`src/rtl/reflet_lsu_pkg.sv`:
```
// reflet_lsu_pkg: shared definitions for the Reflet load/store sequencer.
//   - state_e : sequencer FSM states
//   - size_e  : cmd_size encodings (log2 of access bytes)
//   - ERR_*   : rsp_err codes
//   - size_bytes() : access size in bytes for a cmd_size value
package reflet_lsu_pkg;

  typedef enum logic [1:0] {
    ST_IDLE  = 2'd0,
    ST_ISSUE = 2'd1,
    ST_WAIT  = 2'd2,
    ST_RESP  = 2'd3
  } state_e;

  typedef enum logic [1:0] {
    SIZE_BYTE   = 2'd0,
    SIZE_HALF   = 2'd1,
    SIZE_WORD32 = 2'd2,
    SIZE_WORD64 = 2'd3
  } size_e;

  localparam logic [1:0] ERR_OK       = 2'd0;
  localparam logic [1:0] ERR_MISALIGN = 2'd1;
  localparam logic [1:0] ERR_SIZE     = 2'd2;
  localparam logic [1:0] ERR_TIMEOUT  = 2'd3;

  function automatic int size_bytes(input logic [1:0] size);
    return 1 << size;
  endfunction

endpackage

```
`src/rtl/reflet_lsu_lanes.sv`:
```
// reflet_lsu_lanes: combinational byte-lane steering for a WORDSIZE-wide bus.
// Shared with the instruction fetch path.
// Ports:
//   lane        in  byte offset of the access inside the bus word
//   size        in  log2 of access bytes
//   wdata       in  right-aligned store data
//   rdata       in  raw bus read data
//   be          out byte enables for the access
//   wdata_steer out store data shifted onto its lanes
//   rdata_ext   out read data shifted down, masked to the access size
module reflet_lsu_lanes
  import reflet_lsu_pkg::*;
#(
  parameter int WORDSIZE = 16,
  localparam int BYTES = WORDSIZE / 8,
  localparam int LANE_W = (BYTES > 1) ? $clog2(BYTES) : 1
) (
  input  logic [LANE_W-1:0]   lane,
  input  logic [1:0]          size,
  input  logic [WORDSIZE-1:0] wdata,
  input  logic [WORDSIZE-1:0] rdata,
  output logic [BYTES-1:0]    be,
  output logic [WORDSIZE-1:0] wdata_steer,
  output logic [WORDSIZE-1:0] rdata_ext
);

  logic [BYTES-1:0]    be_base;
  logic [WORDSIZE-1:0] rd_shift;

  always_comb begin
    be_base   = '0;
    rdata_ext = '0;
    rd_shift  = rdata >> (8 * int'(lane));
    for (int i = 0; i < BYTES; i++) begin
      be_base[i] = (i < size_bytes(size));
      if (be_base[i]) rdata_ext[8*i +: 8] = rd_shift[8*i +: 8];
    end
    be          = be_base << lane;
    wdata_steer = wdata << (8 * int'(lane));
  end

endmodule

```
`src/rtl/reflet_lsu.sv`:
```
// reflet_lsu: load/store sequencer between the Reflet core and a req/ack
// memory bus. One command in flight; misaligned or oversize commands are
// answered with an error without touching the bus.
// Optional build macro: REFLET_LSU_TIMEOUT_EN adds parameter TIMEOUT and a
// WAIT-state watchdog that answers err=3 when memory never acks.
// Ports:
//   clk, reset (async, active-low), enable (global run enable)
//   cmd_valid/cmd_ready, cmd_we, cmd_size, cmd_addr, cmd_wdata : command
//   rsp_valid, rsp_data, rsp_err : one-cycle completion
//   mem_req, mem_we, mem_addr, mem_be, mem_wdata, mem_rdata, mem_ack : bus
// Handshakes: a command transfers on a clock edge where cmd_valid && cmd_ready;
// a bus access completes on an edge where mem_req && mem_ack; the request is
// held stable until then.
module reflet_lsu
  import reflet_lsu_pkg::*;
#(
  parameter int WORDSIZE = 16
`ifdef REFLET_LSU_TIMEOUT_EN
  , parameter int TIMEOUT = 255
`endif
) (
  input  logic                  clk,
  input  logic                  reset,
  input  logic                  enable,
  input  logic                  cmd_valid,
  output logic                  cmd_ready,
  input  logic                  cmd_we,
  input  logic [1:0]            cmd_size,
  input  logic [WORDSIZE-1:0]   cmd_addr,
  input  logic [WORDSIZE-1:0]   cmd_wdata,
  output logic                  rsp_valid,
  output logic [WORDSIZE-1:0]   rsp_data,
  output logic [1:0]            rsp_err,
  output logic                  mem_req,
  output logic                  mem_we,
  output logic [WORDSIZE-1:0]   mem_addr,
  output logic [WORDSIZE/8-1:0] mem_be,
  output logic [WORDSIZE-1:0]   mem_wdata,
  input  logic [WORDSIZE-1:0]   mem_rdata,
  input  logic                  mem_ack
);

  localparam int BYTES  = WORDSIZE / 8;
  localparam int LANE_W = (BYTES > 1) ? $clog2(BYTES) : 1;
  localparam logic [WORDSIZE-1:0] ADDR_MASK = ~WORDSIZE'(BYTES - 1);

  state_e state, state_next;

  logic                we_q;
  logic [1:0]          size_q;
  logic [WORDSIZE-1:0] addr_q, wdata_q, data_q;
  logic [1:0]          err_q, acc_err;
  logic [LANE_W-1:0]   lane;
  logic [BYTES-1:0]    lane_be;
  logic [WORDSIZE-1:0] lane_wdata, lane_rdata;
  logic                accept, ack_hit;

  assign cmd_ready = (state == ST_IDLE) && enable;
  assign accept    = cmd_valid && cmd_ready;
  assign ack_hit   = (state == ST_WAIT) && mem_req && mem_ack;
  assign rsp_valid = (state == ST_RESP);
  assign rsp_data  = rsp_valid ? data_q : '0;
  assign rsp_err   = rsp_valid ? err_q : ERR_OK;

  if (BYTES > 1) begin : g_lane
    assign lane = addr_q[LANE_W-1:0];
  end else begin : g_nolane
    assign lane = '0;
  end

  // Oversize takes priority over misalignment.
  always_comb begin
    acc_err = ERR_OK;
    if (size_bytes(cmd_size) > BYTES) acc_err = ERR_SIZE;
    else if ((int'(cmd_addr[2:0]) & (size_bytes(cmd_size) - 1)) != 0) acc_err = ERR_MISALIGN;
  end

`ifdef REFLET_LSU_TIMEOUT_EN
  logic [7:0] tcnt;
  logic       tmo_hit;
  // An ack in the expiry cycle takes precedence over the timeout.
  assign tmo_hit = (state == ST_WAIT) && !ack_hit && (tcnt == 8'(TIMEOUT - 1));

  always_ff @(posedge clk or negedge reset) begin
    if (!reset) tcnt <= '0;
    else if (state == ST_ISSUE) tcnt <= '0;
    else if ((state == ST_WAIT) && !ack_hit) tcnt <= tcnt + 8'd1;
  end
`endif

  reflet_lsu_lanes #(.WORDSIZE(WORDSIZE)) u_lanes (
    .lane        (lane),
    .size        (size_q),
    .wdata       (wdata_q),
    .rdata       (mem_rdata),
    .be          (lane_be),
    .wdata_steer (lane_wdata),
    .rdata_ext   (lane_rdata)
  );

  always_ff @(posedge clk or negedge reset) begin
    if (!reset) state <= ST_IDLE;
    else        state <= state_next;
  end

  // WAIT keeps watching the bus even with enable low; other states freeze.
  always_comb begin
    state_next = state;
    case (state)
      ST_IDLE:  if (accept) state_next = (acc_err != ERR_OK) ? ST_RESP : ST_ISSUE;
      ST_ISSUE: if (enable) state_next = ST_WAIT;
      ST_WAIT: begin
        if (ack_hit) state_next = ST_RESP;
`ifdef REFLET_LSU_TIMEOUT_EN
        else if (tmo_hit) state_next = ST_RESP;
`endif
      end
      ST_RESP:  if (enable) state_next = ST_IDLE;
      default:  state_next = ST_IDLE;
    endcase
  end

  always_ff @(posedge clk or negedge reset) begin
    if (!reset) begin
      we_q      <= 1'b0;
      size_q    <= '0;
      addr_q    <= '0;
      wdata_q   <= '0;
      err_q     <= ERR_OK;
      data_q    <= '0;
      mem_req   <= 1'b0;
      mem_we    <= 1'b0;
      mem_be    <= '0;
      mem_addr  <= '0;
      mem_wdata <= '0;
    end else begin
      if (accept) begin
        we_q    <= cmd_we;
        size_q  <= cmd_size;
        addr_q  <= cmd_addr;
        wdata_q <= cmd_wdata;
        err_q   <= acc_err;
        data_q  <= '0;
      end
      if ((state == ST_ISSUE) && enable) begin
        mem_req   <= 1'b1;
        mem_we    <= we_q;
        mem_be    <= lane_be;
        mem_addr  <= addr_q & ADDR_MASK;
        mem_wdata <= lane_wdata;
      end
      if (ack_hit) begin
        mem_req <= 1'b0;
        mem_we  <= 1'b0;
        mem_be  <= '0;
        if (!we_q) data_q <= lane_rdata;
      end
`ifdef REFLET_LSU_TIMEOUT_EN
      else if (tmo_hit) begin
        mem_req <= 1'b0;
        mem_we  <= 1'b0;
        mem_be  <= '0;
        err_q   <= ERR_TIMEOUT;
      end
`endif
    end
  end

endmodule

```
`config.mk`:
```
export PLATFORM = sky130hd
export DESIGN_NAME = reflet_lsu
export DESIGN_NICKNAME = d
export VERILOG_FILES = /design/src/rtl/reflet_lsu_pkg.sv /design/src/rtl/reflet_lsu_lanes.sv /design/src/rtl/reflet_lsu.sv
export SDC_FILE = /design/constraint.sdc
export NUM_CORES = 1
export LEC_CHECK = 0
export ABC_AREA = 1
export BUFFER_PORTS_ARGS = -buffer_cell sky130_fd_sc_hd__buf_2
export CORE_MARGIN = 10
export CORE_UTILIZATION = 35
export CTS_CLUSTER_SIZE = 20
export DETAILED_ROUTE_END_ITERATION = 10
export HOLD_SLACK_MARGIN = 0.03
export PLACE_DENSITY_LB_ADDON = 0.15
export SYNTH_ARGS = -nofsm -noshare
export SYNTH_HDL_FRONTEND = slang
export SYNTH_SLANG_ARGS = --single-unit
```
`constraint.sdc`:
```
create_clock -name clk -period 2.22 [get_ports clk]
set_input_delay 0.333 -clock clk [delete_from_list [all_inputs] [get_ports clk]]
set_output_delay 0.333 -clock clk [all_outputs]
set_load 0.01 [all_outputs]
```
==> impl_metrics.csv <==
group,metric,value,unit
yosys,synth_compound_gate_area_share,12.0,%
setup_path,critical_path_buf_inv_count,2,
pwr,leakage_power_figure,2.75,nW
global_routing,antenna_found_initial,0,
setup_path,crit_slowest_cell,"sky130_fd_sc_hd__ha_2",
setup_path,crit_fanout,21,
global_routing,global_route_wire_length_before_repair,17.5,mm
floorplan,row_count,38,
cells_and_area,area_growth_syn_to_layout,24.1,%
floorplan,initial_utilization,35.9,%
drt,detail-route-antenna-nets,0,
timing,finalHoldViolCount,0,
yosys,synth_mux_area_share,0,%
drt,vias_per_cell,4.52,
timing,fmax,534,MHz
floorplan,dieArea,15900,sq um
timing,totalNegativeSetupSlack,0,ns
yosys,ys_top_cells_by_area,"sky130_fd_sc_hd__dfrtp_1 57%, sky130_fd_sc_hd__nand2_1 13%, sky130_fd_sc_hd__a21oi_1 5.4%",
setup_path,cell_family_contributing_the_most_delay_on_the_critical_path,"adder cells",
global_routing,grt_max_degree,91,
place,place_ws,0.478,ns
global_routing,global_route.overflow_total,0,
clock_tree,cts-buffers-inserted,9,
yosys,number_of_warnings_reported_in_the_yosys_synthesis_log,0,
clock_tree,cts.repair.resized,0,
clock_tree,cts.path.max_buffers,2,
yosys,synth_area_in_simple_gates,20.8,%
yosys,yosys.area_share.adder,1.59,%
hold_path,hp-class,"in -> async",
drt,route.vias.total,3210,
timing,final_min_period_over_clock_period,84.4,%
drt,drt_pre_antenna_iters,4,
run_status,status,"finished, final reports clean",
yosys,synthDominantAreaCellType,"sky130_fd_sc_hd__dfrtp_1",
clock_tree,later_pin_clock_latency_in_the_skew_report,0.34,ns
clock_tree,cts_sinks,90,
job,cap_viol_max_count,0,
yosys,mappedNetlistArea,3930,sq um
yosys,synth-seq-cells,90,
clock_tree,cts.reportedPaths.clkPinSlew,0.06,ns
timing,final_critical_path_setup_slack,0.346,ns
setup_path,timing_worst_setup_path_type,"reg -> out",
timing,tmin_final,1.87,ns
drt,wirelength,10.4,mm
place,routability_congestion,0.787,
yosys,synth_cells,464,
clock_tree,h_tree_levels,3,
timing,pin_slew_with_the_least_headroom_to_its_limit,0.576,ns
global_routing,via_count_of_the_first_global_routing_pass,3262,
setup_path,sort_of_element_at_the_end_of_the_critical_path,"output pin",
setup_path,critical_path_cell_count,4,
floorplan,io_pins,112,
yosys,synth_area_per_cell,8.46,sq um
clock_tree,postCtsHoldBufs,0,
timing,skew,0.00410,ns
pwr,power_density,1330,nW/um^2
cells_and_area,regArea,2250,sq um
cells_and_area,final_design_area_no_fill,4870,sq um
timing,slew-limit-headroom,61.5,%
yosys,synth_xor_area_share,0,%
cells_and_area,fillCellCount,1135,
setup_path,required,1.89,ns
timing,timing_max_transition_violations_final,0,
yosys,synthDominantCellAreaShare,57.3,%
setup_path,crit_path_cell_trace,"ha_2 > nand2_1 > inv_1 > buf_2",
cells_and_area,layout.cells.most_common,"sky130_fd_sc_hd__nand2_1",
yosys,synth.lib_cells_used.distinct,24,
floorplan,die_y,126,microns
cells_and_area,n_antenna_cell,0,
place,number_of_buffers_added_on_ports,110,
timing,rsz0062_at_grt,"false",
place,hpwl,7.43,mm
drt,route.detailed.drc,0,
global_routing,grt_use_total,13.5,%
yosys,synthesis.nets,525,
yosys,synth_top_family_by_area,"simple AND/OR/NAND/NOR gates",
floorplan,floorplan.core_area,10900,sq um
setup_path,worst_r2r_path_depth,6,
setup_path,setup.worst_path.start_class,"register",
cells_and_area,post_route_cells_drive_above_1_share,25.8,%
timing,timing.hold.ws,0.0249,ns
cells_and_area,final_core_util,44.6,%
setup_path,cp.arrival,1.54,ns
timing,count_of_endpoints_failing_setup_in_the_final_report,0,
clock_tree,cts.repair_timing.setup_buffer_count,0,
place,postPlaceCellArea,4610,sq um
cells_and_area,layout_common_cells,"140 x sky130_fd_sc_hd__nand2_1, 109 x sky130_fd_sc_hd__buf_2, 90 x sky130_fd_sc_hd__dfrtp_1",
cells_and_area,finish.net_count,628,
clock_tree,ctsRootBufferMaster,"sky130_fd_sc_hd__clkbuf_16",
drt,wl_per_cell,14.7,microns
yosys,synth_seq_area_share,57.3,%
clock_tree,cts_tree,"done",
pwr,ir_drop_worst_vdd,0.000556,V
setup_path,crit_path_max_incr_delay,0.47,ns
drt,initialDrtViolationCount,222,
floorplan,die_width,126,microns
cells_and_area,multiInputGateArea,1360,sq um
==> synth_stat cells <==
| master | count |
|---|---|
| sky130_fd_sc_hd__nand2_1 | 141 |
| sky130_fd_sc_hd__dfrtp_1 | 90 |
| sky130_fd_sc_hd__inv_1 | 49 |
| sky130_fd_sc_hd__a21oi_1 | 42 |
| sky130_fd_sc_hd__nor2_1 | 36 |
| sky130_fd_sc_hd__o21ai_0 | 25 |
| sky130_fd_sc_hd__nand3_1 | 24 |
| sky130_fd_sc_hd__buf_2 | 16 |
| sky130_fd_sc_hd__o21ai_1 | 10 |
| sky130_fd_sc_hd__o21ai_2 | 8 |
| sky130_fd_sc_hd__clkbuf_1 | 6 |
| sky130_fd_sc_hd__ha_1 | 5 |
| sky130_fd_sc_hd__a21oi_2 | 1 |
| sky130_fd_sc_hd__buf_1 | 1 |
| sky130_fd_sc_hd__buf_4 | 1 |
| sky130_fd_sc_hd__buf_6 | 1 |
| sky130_fd_sc_hd__conb_1 | 1 |
| sky130_fd_sc_hd__inv_2 | 1 |
| sky130_fd_sc_hd__inv_4 | 1 |
| sky130_fd_sc_hd__nand3_2 | 1 |
| sky130_fd_sc_hd__nor2_2 | 1 |
| sky130_fd_sc_hd__nor2_4 | 1 |
| sky130_fd_sc_hd__o21bai_1 | 1 |
| sky130_fd_sc_hd__or2_2 | 1 |
==> cell families after synthesis <==
kind of cell    after synthesis
buf+inv                      76
other cells                   1
compound gates               87
simple gates                205
fa+ha+maj                     5
flops                        90
==> state kept, by name (all words and copies together), names as in the netlist <==
signal     flops
we_q           1
state          2
mem_req        1
err_q          2
data_q        16
mem_we         1
mem_wdata     16
addr_q        16
mem_be         2
wdata_q       16
mem_addr      15
size_q         2
==> worst paths after layout <==
check                                  start       endpoint  slack, ns
worst max register to register      state[1]      mem_be[1]       0.57
worst min register to register  mem_wdata[7]   mem_wdata[7]       0.48
worst max-delay path                state[0]   rsp_data[12]       0.35
min in group clk                cmd_wdata[9]     wdata_q[9]       0.22
worst min-delay path                   reset      data_q[7]       0.02
max in group asynchronous              reset  mem_wdata[10]       1.82
==> metal layers <==
metal,wire (microns),GRT usage [%]
met1,5040,17.7
met4,132,5.43
met3,505,3.40
met5,0,0
met2,4770,20.7
==> worst register-to-register path: cells and delay by family (launching register included) <==
family / cells / cell delay [ns]
and+or+nand+nor: 1 / 0.20
DFF: 1 / 0.41
buffers and inverters: 2 / 0.49
AOI/OAI and AO/OA: 2 / 0.26
adders and majority gates: 1 / 0.23
==> layout make-up <==
type                            count  share of cell area (%)
Clock inverter                      3                   0.359
Clock buffer                       11                    4.98
Sequential cell                    90                    46.2
Multi-Input combinational cell    298                    27.9
Timing Repair Buffer              117                    12.9
Tap cell                          140                    3.59
Inverter                           51                    3.98
==> metrics by stage <==
| stage | instances | total power [mW] |
|---|---|---|
| 6_report | 710 | 6.48 |
| 2_1_floorplan | 464 | 4.25 |
| 3_3_place_gp | 696 | 5.11 |
| 3_5_place_dp | 696 | 5.17 |
| 4_1_cts | 710 | 6.59 |
| 5_1_grt | 710 | 7.05 |
==> power by group <==
| group | switching, mW | internal, mW | leakage, nW |
|---|---|---|---|
| combinational | 1.44 | 0.877 | 1.53 |
| clock | 0.607 | 0.773 | 0.127 |
| sequential | 0.415 | 2.37 | 1.09 |
No activity file was read; power rests on OpenSTA's default activity.
